<file path="src/rtl/sparse_mac_encoder.sv">
// Sparse-MAC skip encoder: turns a dense element stream into {value, skip}
// records. A zero run is folded into the skip field of the next record, and
// every vector ends with a record, so the decoder can rebuild the exact length.

package sparse_mac_pkg;
    localparam int VALUE_W = 16;
    localparam int INDEX_W = 16;

    typedef struct packed {
        logic [VALUE_W-1:0] value;
        logic [INDEX_W-1:0] skip;
    } sram_data_t;
endpackage

module sparse_mac_encoder #(
    parameter int VALUE_W = sparse_mac_pkg::VALUE_W,
    parameter int INDEX_W = sparse_mac_pkg::INDEX_W,
    parameter int CNT_W   = 32
) (
    input  logic                       clk,
    input  logic                       rst_n,
    input  logic                       in_valid,
    output logic                       in_ready,
    input  logic [VALUE_W-1:0]         in_value,
    input  logic                       in_last,
    output logic                       out_valid,
    input  logic                       out_ready,
    output logic [VALUE_W+INDEX_W-1:0] out_data,
    output logic                       out_last,
    output logic                       vec_done,
    output logic [CNT_W-1:0]           vec_len,
    output logic [CNT_W-1:0]           vec_nnz
);

    localparam logic [INDEX_W-1:0] SKIP_MAX = '1;

    logic [INDEX_W-1:0] run;
    logic [CNT_W-1:0]   elem_cnt;
    logic [CNT_W-1:0]   rec_cnt;
    logic [CNT_W-1:0]   pend_len;
    logic [CNT_W-1:0]   pend_nnz;
    logic               accept;
    logic               emit;

    // The output slot can take a new record whenever it is empty or draining.
    assign in_ready = !out_valid || out_ready;

    // Decide whether the accepted element produces a record. The last element
    // always does; a zero does only when the run would overflow the skip field.
    always_comb begin
        accept = in_valid && in_ready;
        emit   = in_last || (in_value != '0) || (run == SKIP_MAX);
    end

    // Output register: load on emit, otherwise drop valid once the old record
    // has been taken; hold everything while the writer stalls.
    // NOTE: every sequential block uses non-blocking assignments only, so all
    // registers see pre-edge values regardless of evaluation order.
    // NOTE: all registers here are control/data flops with an async clear;
    // there is no storage array that would need to stay un-reset.
    always_ff @(posedge clk or negedge rst_n) begin
        if (!rst_n) begin
            out_valid <= 1'b0;
            out_data  <= '0;
            out_last  <= 1'b0;
        end else if (in_ready) begin
            out_valid <= accept && emit;
            if (accept && emit) begin
                // A filler record is {0, SKIP_MAX}; in_value is zero and run is
                // SKIP_MAX in that case, so one expression covers every rule.
                out_data <= {in_value, run};
                out_last <= in_last;
            end
        end
    end

    // Zero-run and per-vector element/record counters; cleared at the vector end.
    always_ff @(posedge clk or negedge rst_n) begin
        if (!rst_n) begin
            run      <= '0;
            elem_cnt <= '0;
            rec_cnt  <= '0;
            pend_len <= '0;
            pend_nnz <= '0;
        end else if (accept) begin
            run <= emit ? '0 : run + INDEX_W'(1);
            if (in_last) begin
                elem_cnt <= '0;
                rec_cnt  <= '0;
                pend_len <= elem_cnt + CNT_W'(1);
                pend_nnz <= rec_cnt + CNT_W'(1);
            end else begin
                elem_cnt <= elem_cnt + CNT_W'(1);
                if (emit) begin
                    rec_cnt <= rec_cnt + CNT_W'(1);
                end
            end
        end
    end

    // Publish the statistics when the final record leaves. A new last element
    // accepted on the same edge overwrites pend_* only after they are read here.
    always_ff @(posedge clk or negedge rst_n) begin
        if (!rst_n) begin
            vec_done <= 1'b0;
            vec_len  <= '0;
            vec_nnz  <= '0;
        end else begin
            vec_done <= out_valid && out_ready && out_last;
            if (out_valid && out_ready && out_last) begin
                vec_len <= pend_len;
                vec_nnz <= pend_nnz;
            end
        end
    end

endmodule
</file>
<file path="config.mk">
export PLATFORM = sky130hd
export DESIGN_NAME = sparse_mac_encoder
export DESIGN_NICKNAME = d
export VERILOG_FILES = /design/src/rtl/sparse_mac_encoder.sv
export SDC_FILE = /design/constraint.sdc
export NUM_CORES = 1
export LEC_CHECK = 0
export ABC_AREA = 1
export BUFFER_PORTS_ARGS = -buffer_cell sky130_fd_sc_hd__buf_2
export CORE_ASPECT_RATIO = 1.75
export CORE_MARGIN = 4
export CORE_UTILIZATION = 40
export DETAILED_ROUTE_END_ITERATION = 16
export HOLD_SLACK_MARGIN = 0.12
export PLACE_DENSITY_LB_ADDON = 0.08
export SLEW_MARGIN = 25
export SYNTH_ARGS = -nofsm -noshare
export SYNTH_HDL_FRONTEND = slang
export SYNTH_SLANG_ARGS = --single-unit
</file>
<file path="constraint.sdc">
create_clock -name clk -period 2 [get_ports clk]
set_input_delay 0.2 -clock clk [delete_from_list [all_inputs] [get_ports clk]]
set_output_delay 0.2 -clock clk [all_outputs]
set_load 0.01 [all_outputs]
</file>
# After elaboration in Yosys (flattened, before gate mapping)
# Cells that the tools add are included.
[totals]
output_inout_bits = 100
register_bits = 243
word_cells = 32
inputBits = 21
[classes]
n_mux = 4
n_addsub = 3
n_reduce_logical = 13
n_eq_ne = 1
[ops]
columns = ["op", "n"]
rows = [
  ["32-bit two-way mux", 3],
  ["32-bit by 1-bit adder with 32-bit output (second input constant)", 2],
  ["16-bit by 1-bit adder with 16-bit output (second input constant)", 1],
  ["16-bit equality test (second input constant)", 1],
  ["16-bit two-way mux", 1],
  ["16-bit nonzero test", 1],
  ["2-bit AND reduction", 3],
  ["1-bit logical AND", 4],
  ["1-bit logical OR", 3],
  ["2-bit nonzero test", 1],
  ["1-bit logical NOT", 1],
]

# Longest topological paths before layout
# Gate-level depths: netlist (run 1).
[depth]
depth_word = 5
ltp_mapped = 11
depth_no_buf = 10

# Worst setup path after synthesis (run 1)
# No wires, ideal clock.
[synth_path]
path_kind = "reg2reg"
start = "register run[0]"
end = "register rec_cnt[0]"
required_ns = 1.883
setup_time_ns = 0.117
path_buffers = 2
slack_ns = 0.437
stages_incl_launch_ff = 12
t_arrival_ns = 1.446
synth_period_minus_slack_ns = 1.563
path_cell_list = "dfrtp_1 -> ha_1 -> nand2_1 -> nor2_1 -> nand2_2 -> clkinv_1 -> nand2_2 -> nand3_4 -> buf_6 -> buf_6 -> nand3_1 -> nand2_1"
[synth_via]
elab_chain_cells = 4
[synth_lines]
columns = ["item", "line_no", "source"]
rows = [
  ["start: declaration", "37", "logic [INDEX_W-1:0] run;"],
  ["start signal: assignment", "86", "run <= emit ? '0 : run + INDEX_W'(1);"],
  ["16-bit equality test", "52", "emit = in_last || (in_value != '0) || (run == SKIP_MAX);"],
  ["1-bit logical OR", "52", ""],
  ["2-bit nonzero test (no line)", "-", ""],
  ["2-bit AND reduction (no line)", "-", ""],
  ["end signal: assignment", "95", "rec_cnt <= rec_cnt + CNT_W'(1);"],
  ["end: declaration", "39", "logic [CNT_W-1:0] rec_cnt;"],
]
# No other way between the ends.
# A chain may end at the register's enable or synchronous reset.

# Final worst setup path (run 1)
[layout_path]
start = "register out_valid"
end = "register pend_len[17]"
[layout_via]
elab_chain_cells = 4
[layout_lines]
columns = ["item", "line_no", "source"]
rows = [
  ["start: declaration", "26", "output logic out_valid,"],
  ["start signal: assignment", "67", "out_valid <= accept && emit;"],
  ["1-bit logical NOT", "46", "assign in_ready = !out_valid || out_ready;"],
  ["1-bit logical OR", "46", ""],
  ["1-bit logical AND", "51", "accept = in_valid && in_ready;"],
  ["2-bit AND reduction (no line)", "-", ""],
  ["end signal: assignment", "90", "pend_len <= elem_cnt + CNT_W'(1);"],
  ["end: declaration", "40", "logic [CNT_W-1:0] pend_len;"],
]
# No other way between the ends.

==> results of run 1 <==
power by group:
| group | total [mW] | internal, mW | switching (mW) |
|---|---|---|---|
| clock network | 4.60 | 2.69 | 1.91 |
| registers | 5.29 | 5.15 | 0.141 |
| logic | 0.993 | 0.348 | 0.646 |
routing by layer:
metal  share of wire (%)  wire (µm)  GRT usage (%)
met1                  40      11750          22.13
met2                  54      15910          36.72
met3                 2.9        850          2.129
met4                 3.9       1172          7.692
met5                   0          0              0
worst min path at each step:
stage,cells past startpoint,to,from
after floorplan,0,elem_cnt[0]$_DFFE_PN0N_,rst_n
after global placement,1,vec_nnz[11]$_DFFE_PN0P_,rst_n
after detailed placement,1,vec_nnz[11]$_DFFE_PN0P_,rst_n
after CTS,2,out_data[27]$_DFFE_PN0P_,rst_n
after global routing,2,vec_nnz[11]$_DFFE_PN0P_,rst_n
final,2,out_data[27]$_DFFE_PN0P_,rst_n
metrics by stage:
step           setup WS, ps  cell area, µm²  hold WS, ps  cells  util (%)
2_1_floorplan         437.2           11400       -95.59   1484         -
3_3_place_gp          194.9           12480        163.6   1951     44.45
3_5_place_dp          158.9           12480        161.9   1951     44.45
4_1_cts               132.1           13460        196.9   2012     47.95
5_1_grt               7.335           13470        247.5   2012     48.00
6_report              205.8           13470        196.6   2012     48.00
logic make-up after synthesis:
logic type,after synthesis,synth area share [%]
and+or+nand+nor,1008,36.02
AOI/OAI and AO/OA,71,3.228
xor gates and xnor gates,22,1.691
buffers and inverters,137,5.369
DFF,243,53.36
adders and majority gates,3,0.3294
worst max-delay path, delay by kind of cell, from the launching register on:
family	cells	cell delay [ps]
buf+inv	3	710
simple gates	5	570
flops	1	430
synthesized netlist by cell type, drive strengths merged:
cell	count	area, µm²
inv	83	311.6
o21ai	65	325.3
dfrtp	243	6081
a21oi	1	5.000
nand3b	19	142.6
buf	32	217.7
clkbuf	20	75.07
nor2	130	559.3
o22ai	1	6.260
nand2	758	2873
nand4	8	50.05
ha	3	37.54
a22o	1	8.760
a31o	1	8.760
o21bai	1	7.510
or2	1	6.260
clkinv	2	7.510
xor2	14	122.6
a31oi	1	6.260
nor3	1	5.000
xnor2	8	70.07
and2	1	6.260
nand3	90	463.0
final cells by class:
| class | count | area, µm² |
|---|---|---|
| clock inverter | 7 | 90.09 |
| clock buffer | 35 | 703.2 |
| timing repair buffer | 165 | 1087 |
| tap | 373 | 466.7 |
| multi-input combinational | 1104 | 4727 |
| sequential | 243 | 6081 |
| inverter | 85 | 319.1 |
| fill | 2906 | 14600 |
layout by cell type, fill, tap and decap left out, drive strengths merged, types with 2 or more instances in the layout:
cell         instances
clkinv               5
o21ai               65
buf                146
inv                 83
nor2               130
nand2              758
ha                   3
nand3b              19
bufinv               2
clkbuf              35
clkinvlp             2
dlygate4sd3         19
xor2                14
xnor2                8
nand3               90
nand4                8
dfrtp              243
flip-flops by register name (all words and copies together), names as in the netlist:
signal and count:
vec_done 1, out_valid 1, run 16, rec_cnt 32, pend_nnz 32, vec_nnz 32, elem_cnt 32, out_last 1
out_data 32, vec_len 32, pend_len 32
timing repair:
item,in CTS,in global routing
endpoints found under the hold margin,262,0
setup endpoints to repair,0,11
resized for setup,0,2
hold buffers,19,0
==> impl_results.md, run 1 <==
- NumNets Final: 1,647
- Final Cycle Share: 89.71%
- Initial antenna violation count: 0
- Hpwl dp: 20.72 mm
- Post-Syn Area per Cell: 7.679 µm²
- Final setup viols: 0
- Post-route setup TNS: 0 ps
- Area Growth Syn to Fin: 18.24%
- Antenna viol nets, final: 0
- Crit path required time: 2470 ps
- GPL Wtd Cong: 0.8604
- VDD IR max: 0.6820 mV
- CTS sink cnt: 243
- Initial drt markers: 454
- Critical-path top delay cell: dfrtp_1
- Core Area: 28,070 µm²
- F_max: 557.4 MHz
- Via density: 4.772
- Pwr Total: 10.88 mW
- Io pins: 121
- Max-slew headroom: 62.63%
- Syn Nets: 1,508
- Wire length per cell: 14.75 µm
- CTS Buf Count: 24
- PortBufs: 120
- CP Cell Sequence: nand2_2 > nand2_4 > inv_1 > nand2_2 > inv_2 > buf_12 > nand2_1 > nand2_1
- Reg-to-Reg Start: out_valid$_DFFE_PN0N_
- Die Width: 135.6 µm
- Fin Clk Skew: 12.55 ps
- Reg2Reg Depth: 8
- Post-CTS Repair Setup Buffers: 0
- Clk pin slew, worst setup/hold paths: 70 ps
- ANT cells: 0
- GRT Overall Usage: 19.49%
- Die ar.: 31,360 µm²
- Initial Util: 40.59%
- Crit path kind: reg2reg
- Worst flop-to-flop path endpoint: pend_len[17]$_DFFE_PN0P_
- Leak: 7.068 nW
- CP startpoint kind: flop
- CP Capture Point: pend_len[17]$_DFFE_PN0P_
- H-tree Lvls: 1
- Crit path arrival time: 2260 ps
- Max Cap Viol: 0
- Clk buf depth: 3
- DR vias: 9,602
- CP Max Fanout: 72
- RSZ-0062 raised after global routing: no
- WL final: 29.68 mm
- Pwr/cell area: 807.4 nW/µm²
- CTS tree: yes
- Worst skew pair latency: 530 ps
- Sequential area share after synthesis: 53.36%
- Layout cells sized above 1: 12.69%
- CP max stage delay: 430 ps
- Die Ht: 231.3 µm
- Status: finished, final reports clean
- Synth Register Bits: 243
- Tightest Pin Transition: 558.5 ps
- YS warnings: 0
- Worst setup EP type: flop
- Yosys cell types: 32
- Final hold viol count: 0
- Setup slack, reg-to-reg: 210 ps
- Class of the worst hold path: in2async
- Largest net degree at the start of global routing: 83
- Global route overflow: 0
- Pre-antenna DRT Iters: 5
- Clock root buffer: clkbuf_16
- Std-Cell Rows: 81
- Slew Limit Fails: 0
- Fin crit period: 1794 ps
- Post-Synthesis Cells: 1,484
- Vias in the first global route: 9,739
- Post-route DRC: 0
- Critical path origin: out_valid$_DFFE_PN0N_
- First-pass GRT wire length: 49.48 mm
- Syn Std Cell Area: 11,400 µm²
(Power assumes the default switching activity.)
==> run 2: changes to the inputs <==
--- a/config.mk
+++ b/config.mk
@@ -12,7 +12,7 @@
 export CORE_UTILIZATION = 40
 export DETAILED_ROUTE_END_ITERATION = 16
 export HOLD_SLACK_MARGIN = 0.12
-export PLACE_DENSITY_LB_ADDON = 0.08
+export PLACE_DENSITY_LB_ADDON = 0.12
 export SLEW_MARGIN = 25
 export SYNTH_ARGS = -nofsm -noshare
 export SYNTH_HDL_FRONTEND = slang
==> run 2 against run 1 <==
Net effect: non-clock buffer count is 2 higher; maximum frequency is 3.1% lower; sequential cell count stayed put; register-to-register slack worse by 60 ps; global-route usage is 0.15 points higher; worst hold slack better by 54 ps; total power is 0.97% lower; sequential share of layout area is 0.080 points higher; cell count hardly changed.
==> impl_results.md, run 2 (synthesized netlist as in run 1, its figures left out) <==
- CTS sink cnt: 243
- VDD IR max: 0.5604 mV
- Hold Slack: 250.2 ps
- First-pass GRT wire length: 50.14 mm
- WL final: 29.85 mm
- CP Cell Sequence: ha_1 > nand2_1 > nor2_1 > nand2_2 > clkinv_1 > nand2_2 > nand3_4 > nand2_4 > buf_4 > nand2_1 > nor2_1
- Post-cts gate resize count: 0
- Hpwl dp: 20.81 mm
- Multi-input gate area: 4718 µm²
- DR vias: 9,642
- Post-route DRC: 0
- F_max: 540.2 MHz
- Core Area: 28,070 µm²
- Most frequent cells in the layout: 750 x nand2_1, 243 x dfrtp_1, 119 x buf_2
- ANT cells: 0
- Die Ht: 231.3 µm
- GRT Overall Usage: 19.63%
- Global route overflow: 0
- Tightest Pin Transition: 546.4 ps
- Class of the worst hold path: in2async
- Critical-path top delay cell: dfrtp_1
- Io pins: 121
- Worst skew pair latency: 530 ps
- Largest net degree at the start of global routing: 83
- PortBufs: 120
- Pre-antenna DRT Iters: 5
- GPL Wtd Cong: 0.8603
- Die Width: 135.6 µm
- Fillcell total: 2,886
- Post-CTS Repair Setup Buffers: 0
- Reg area: 6081 µm²
- RSZ-0062 raised after global routing: no
- Status: finished, final reports clean
- Fin Clk Skew: 15.97 ps
- NumNets Final: 1,648
- CTS tree: yes
- Clk buf depth: 3
- Antenna viol nets, final: 0
- CTS Buf Count: 23
- Leak: 7.064 nW
- Die ar.: 31,360 µm²
- Slew Limit Fails: 0
- Clk pin slew, worst setup/hold paths: 70 ps
- Final setup viols: 0
- Worst setup EP type: flop
- Wire length per cell: 14.83 µm
- Crit path kind: reg2reg
- Initial antenna violation count: 0
- Commonest non-fill, non-tap cell in the layout: nand2_1
- Final hold viol count: 0
- Via density: 4.790
- Max Cap Viol: 0
- Reg-to-Reg Start: run[0]$_DFFE_PN0N_
- Initial drt markers: 536
- Vias in the first global route: 9,894
- Fin crit period: 1851 ps
- Area Growth Syn to Fin: 18.03%
- Max-slew headroom: 63.57%
- Hold buffer count at CTS: 20
- Crit path required time: 2450 ps
- Pwr/cell area: 801.0 nW/µm²
- Critical path origin: run[0]$_DFFE_PN0N_
- CP Max Fanout: 22
- Std-Cell Rows: 81
- Layout cells sized above 1: 12.80%
- H-tree Lvls: 1
- Initial Util: 40.59%
- CP max stage delay: 380 ps
- Crit path arrival time: 2300 ps
- Final Cycle Share: 92.55%
- Clock root buffer: clkbuf_16
- Post-route setup TNS: 0 ps
- CP startpoint kind: flop
## run 2: final cells by class
| cell class | instances | area share (%) |
|---|---|---|
| inverter | 85 | 2.372 |
| sequential | 243 | 45.21 |
| multi-input combinational | 1104 | 35.08 |
| clock buffer | 33 | 4.930 |
| timing repair buffer | 167 | 8.167 |
| clock inverter | 8 | 0.7721 |
| tap | 373 | 3.470 |
## run 2: per-layer routing
| layer | routed length (µm) | track usage (%) | up-vias | share of wire, % |
|---|---|---|---|---|
| met5 | 0 | 0 | - | 0 |
| met1 | 11680 | 22.18 | 4554 | 39 |
| met4 | 1052 | 7.251 | 0 | 3.5 |
| li1 | - | - | 4863 | - |
| met2 | 16210 | 37.34 | 169 | 54 |
| met3 | 907 | 2.172 | 56 | 3.0 |
## run 2: power by group
group	switching, mW	total, mW	leakage (nW)	internal [mW]
Clock	1.92	4.50	0.374	2.58
Combinational	0.634	0.980	3.35	0.346
Sequential	0.150	5.29	3.34	5.14
## run 2: per-stage QoR
stage | area (µm²) | worst slack, ps | cells | utilization (%) | total power [mW]
after global placement | 12470 | 205.2 | 1952 | 44.43 | 6.354
after global routing | 13450 | 1.093 | 2013 | 47.91 | 11.26
after CTS | 13450 | 147.4 | 2013 | 47.91 | 10.96
final | 13450 | 148.9 | 2013 | 47.91 | 10.77
after floorplan | 11400 | 437.2 | 1484 | - | 5.853
after detailed placement | 12470 | 157.4 | 1952 | 44.43 | 6.370
## run 2: path summary, 6_finish.rpt
kind	slack, ps	to	cells after the start
setup / recovery	150	run[15]$_DFFE_PN0N_	11
hold / removal	250	vec_nnz[10]$_DFFE_PN0P_	3
setup reg to reg	150	run[15]$_DFFE_PN0N_	11
hold reg to reg	470	out_data[14]$_DFFE_PN0P_	2
max in group asynchronous	1200	run[5]$_DFFE_PN0N_	3
min in group clk	300	out_last$_DFFE_PN0P_	4
## run 2: worst max-delay path: cells and delay by family (launching register included)
kind | cells | cell delay (ps)
buffers and inverters | 2 | 320
adder cells (fa/ha/maj) | 1 | 250
flip-flops | 1 | 380
AND/OR/NAND/NOR | 8 | 830
==> run 3: changes to the inputs <==
--- a/config.mk
+++ b/config.mk
@@ -12,8 +12,10 @@
 export CORE_UTILIZATION = 40
 export DETAILED_ROUTE_END_ITERATION = 16
 export HOLD_SLACK_MARGIN = 0.12
+export MAX_ROUTING_LAYER = met4
 export PLACE_DENSITY_LB_ADDON = 0.12
 export SLEW_MARGIN = 25
 export SYNTH_ARGS = -nofsm -noshare
 export SYNTH_HDL_FRONTEND = slang
 export SYNTH_SLANG_ARGS = --single-unit
+export TNS_END_PERCENT = 20
==> constraint.sdc (replaced) <==
create_clock -name clk -period 2.3 [get_ports clk]
set_input_delay 0.23 -clock clk [delete_from_list [all_inputs] [get_ports clk]]
set_output_delay 0.23 -clock clk [all_outputs]
set_load 0.01 [all_outputs]
==> run 3 against run 2 <==
Net effect: register-to-register slack improved by 190 ps; combinational power decreased by 13%; cell count decreased by 0.20%; sequential share of layout area shrank 0.26 points; worst setup slack better by 190 ps; routed wire length increased by 0.79%; non-clock buffer count is 7 lower; global-route usage is 0.47 points higher; first-iteration DRC count down 4.9%; sequential cell count did not move; critical path depth stayed put; critical path type unchanged; critical endpoint is now out_data[29]$_DFFE_PN0P_; highest routed layer unchanged.
==> impl_results.md, run 3 (synthesized netlist as in run 1, its figures left out) <==
- Design internal power: 7.585 mW
- Class of the worst hold path: in2async
- Max-slew headroom: 63.89%
- Via density: 4.796
- Logic pwr share: 8.5%
- Multi-input gate area: 4718 µm²
- Post-route setup TNS: 0 ps
- GRT Overall Usage: 20.11%
- WL final: 30.09 mm
- Levels on crit path: 11
- Clk buf depth: 3
- Worst setup EP type: flop
- VDD IR max: 0.4703 mV
- Io pins: 121
- Die ar.: 31,360 µm²
- Antenna viol nets, final: 0
- Initial antenna violation count: 0
- Seq pwr share: 46.0%
- NumNets Final: 1,642
- Initial drt markers: 510
- DP Cell Count: 1,946
- Hold buffer count at CTS: 19
- Commonest non-fill, non-tap cell in the layout: nand2_1
- Met1 global-route usage: 22.14%
- Layout cells sized above 1: 12.78%
- CP Cell Sequence: ha_1 > nand2_1 > nor2_1 > nand2_2 > clkinv_1 > nand2_2 > nand3_4 > nand2_4 > buf_4 > nand2_1 > nand2_1
- Post-route DRC: 0
- DR vias: 9,635
- CP Max Fanout: 24
- Std-Cell Rows: 81
- CTS sink cnt: 243
- Clk pin slew, worst setup/hold paths: 70 ps
- Met2 Usage GRT: 36.44%
- Critical Path Most Common Cell: nand2_1
- F_max: 509.2 MHz
- Area Growth Syn to Fin: 18.71%
- Final hold viol count: 0
- Status: finished, final reports clean
- Crit path kind: reg2reg
- ANT cells: 0
- Fin Clk Skew: 14.90 ps
- CP top delay family: simple AND/OR/NAND/NOR gates
- Wire length per cell: 14.98 µm
- Initial Util: 40.59%
- Switch share: 24.05%
- Final cell utilization of the core: 48.19%
- Max Cap Viol: 0
- CP startpoint kind: flop
- GPL Wtd Cong: 0.8612
- Hold Slack: 222.4 ps
- Slew Limit Fails: 0
- Top Usage Layer GRT: met2
- RSZ-0062 raised after global routing: no
- Crit path required time: 2760 ps
- First-pass GRT wire length: 49.65 mm
- Tightest Pin Transition: 540.3 ps
- CP max stage delay: 420 ps
- Hpwl dp: 21.10 mm
- Clock root buffer: clkbuf_16
- Vias in the first global route: 9,751
- CTS Buf Count: 24
- Worst Path Buf+Inv: 2
- Post-CTS Repair Setup Buffers: 0
- Switch Pwr: 2.401 mW
- Reg area: 6081 µm²
- Global route overflow: 0
- Worst skew pair latency: 530 ps
- Die Ht: 231.3 µm
- Most frequent cells in the layout: 750 x nand2_1, 243 x dfrtp_1, 119 x buf_2
- Largest net degree at the start of global routing: 54
- Clock power share: 45.5%
- Fin crit period: 1964 ps
- Critical-path top delay cell: dfrtp_1
- GRT met3 Usage: 2.129%
- CTS tree: yes
- Fillcell total: 2,828
- Post-cts gate resize count: 0
- Non-Filler Instances: 2,009
- Pre-antenna DRT Iters: 5
- Crit path arrival time: 2430 ps
- Reg2Reg Depth: 11
- PortBufs: 120
- Final Cycle Share: 85.38%
- Pwr/cell area: 738.2 nW/µm²
- H-tree Lvls: 1
- Leak: 7.084 nW
- Final setup viols: 0
- Core Area: 28,070 µm²
- Die Width: 135.6 µm
[run 3: cell count changes in the layout (fill, tap and decap cells not counted), sizes merged]
cell      previous run  this run
buf                148       141
bufinv               2         6
clkinvlp             1         4
clkinv               6         4
clkbuf              33        32
inv                 84        83
[run 3: cell type report]
class / instances / area share (%)
timing repair buffer: 160 / 7.547
inverter: 85 / 2.358
clock buffer: 32 / 5.189
multi-input combinational: 1104 / 34.88
sequential: 243 / 44.95
clock inverter: 12 / 1.628
tap: 373 / 3.450
[run 3: power groups by stage]
stage,Clock (mW),Combinational (mW),Sequential [mW]
3_3_place_gp,0,0.843,4.68
6_report,4.54,0.850,4.60
4_1_cts,4.67,0.878,4.60
5_1_grt,4.83,0.962,4.62
2_1_floorplan,0,0.357,4.73
3_5_place_dp,0,0.849,4.68
[run 3: per-layer routing]
metal  part of all wire [%]  up-vias  routed length, µm
met5                      0        -                  0
met3                    2.9       85                872
li1                       -     4863                  -
met4                    4.3        0               1302
met2                     54      169              16150
met1                     39     4518              11760
[run 3: worst paths after layout]
path                                                from                        to  slack (ps)
worst min-delay path                               rst_n   vec_nnz[10]$_DFFE_PN0P_         220
worst min register to register  out_data[14]$_DFFE_PN0P_  out_data[14]$_DFFE_PN0P_         460
min in group clk                                 in_last   elem_cnt[2]$_DFFE_PN0N_         310
max in group asynchronous                          rst_n        vec_done$_DFF_PN0_        1410
worst max register to register        run[0]$_DFFE_PN0N_  out_data[29]$_DFFE_PN0P_         340
worst max-delay path                  run[0]$_DFFE_PN0N_  out_data[29]$_DFFE_PN0P_         340
[run 3: metrics by stage]
stage	cell area (µm²)	power [mW]	setup slack, ps
floorplan	11400	5.089	737.2
global placement	12420	5.518	415.6
detailed placement	12420	5.527	354.2
CTS	13530	10.15	339.0
global route	13530	10.40	168.8
finish	13530	9.987	336.2
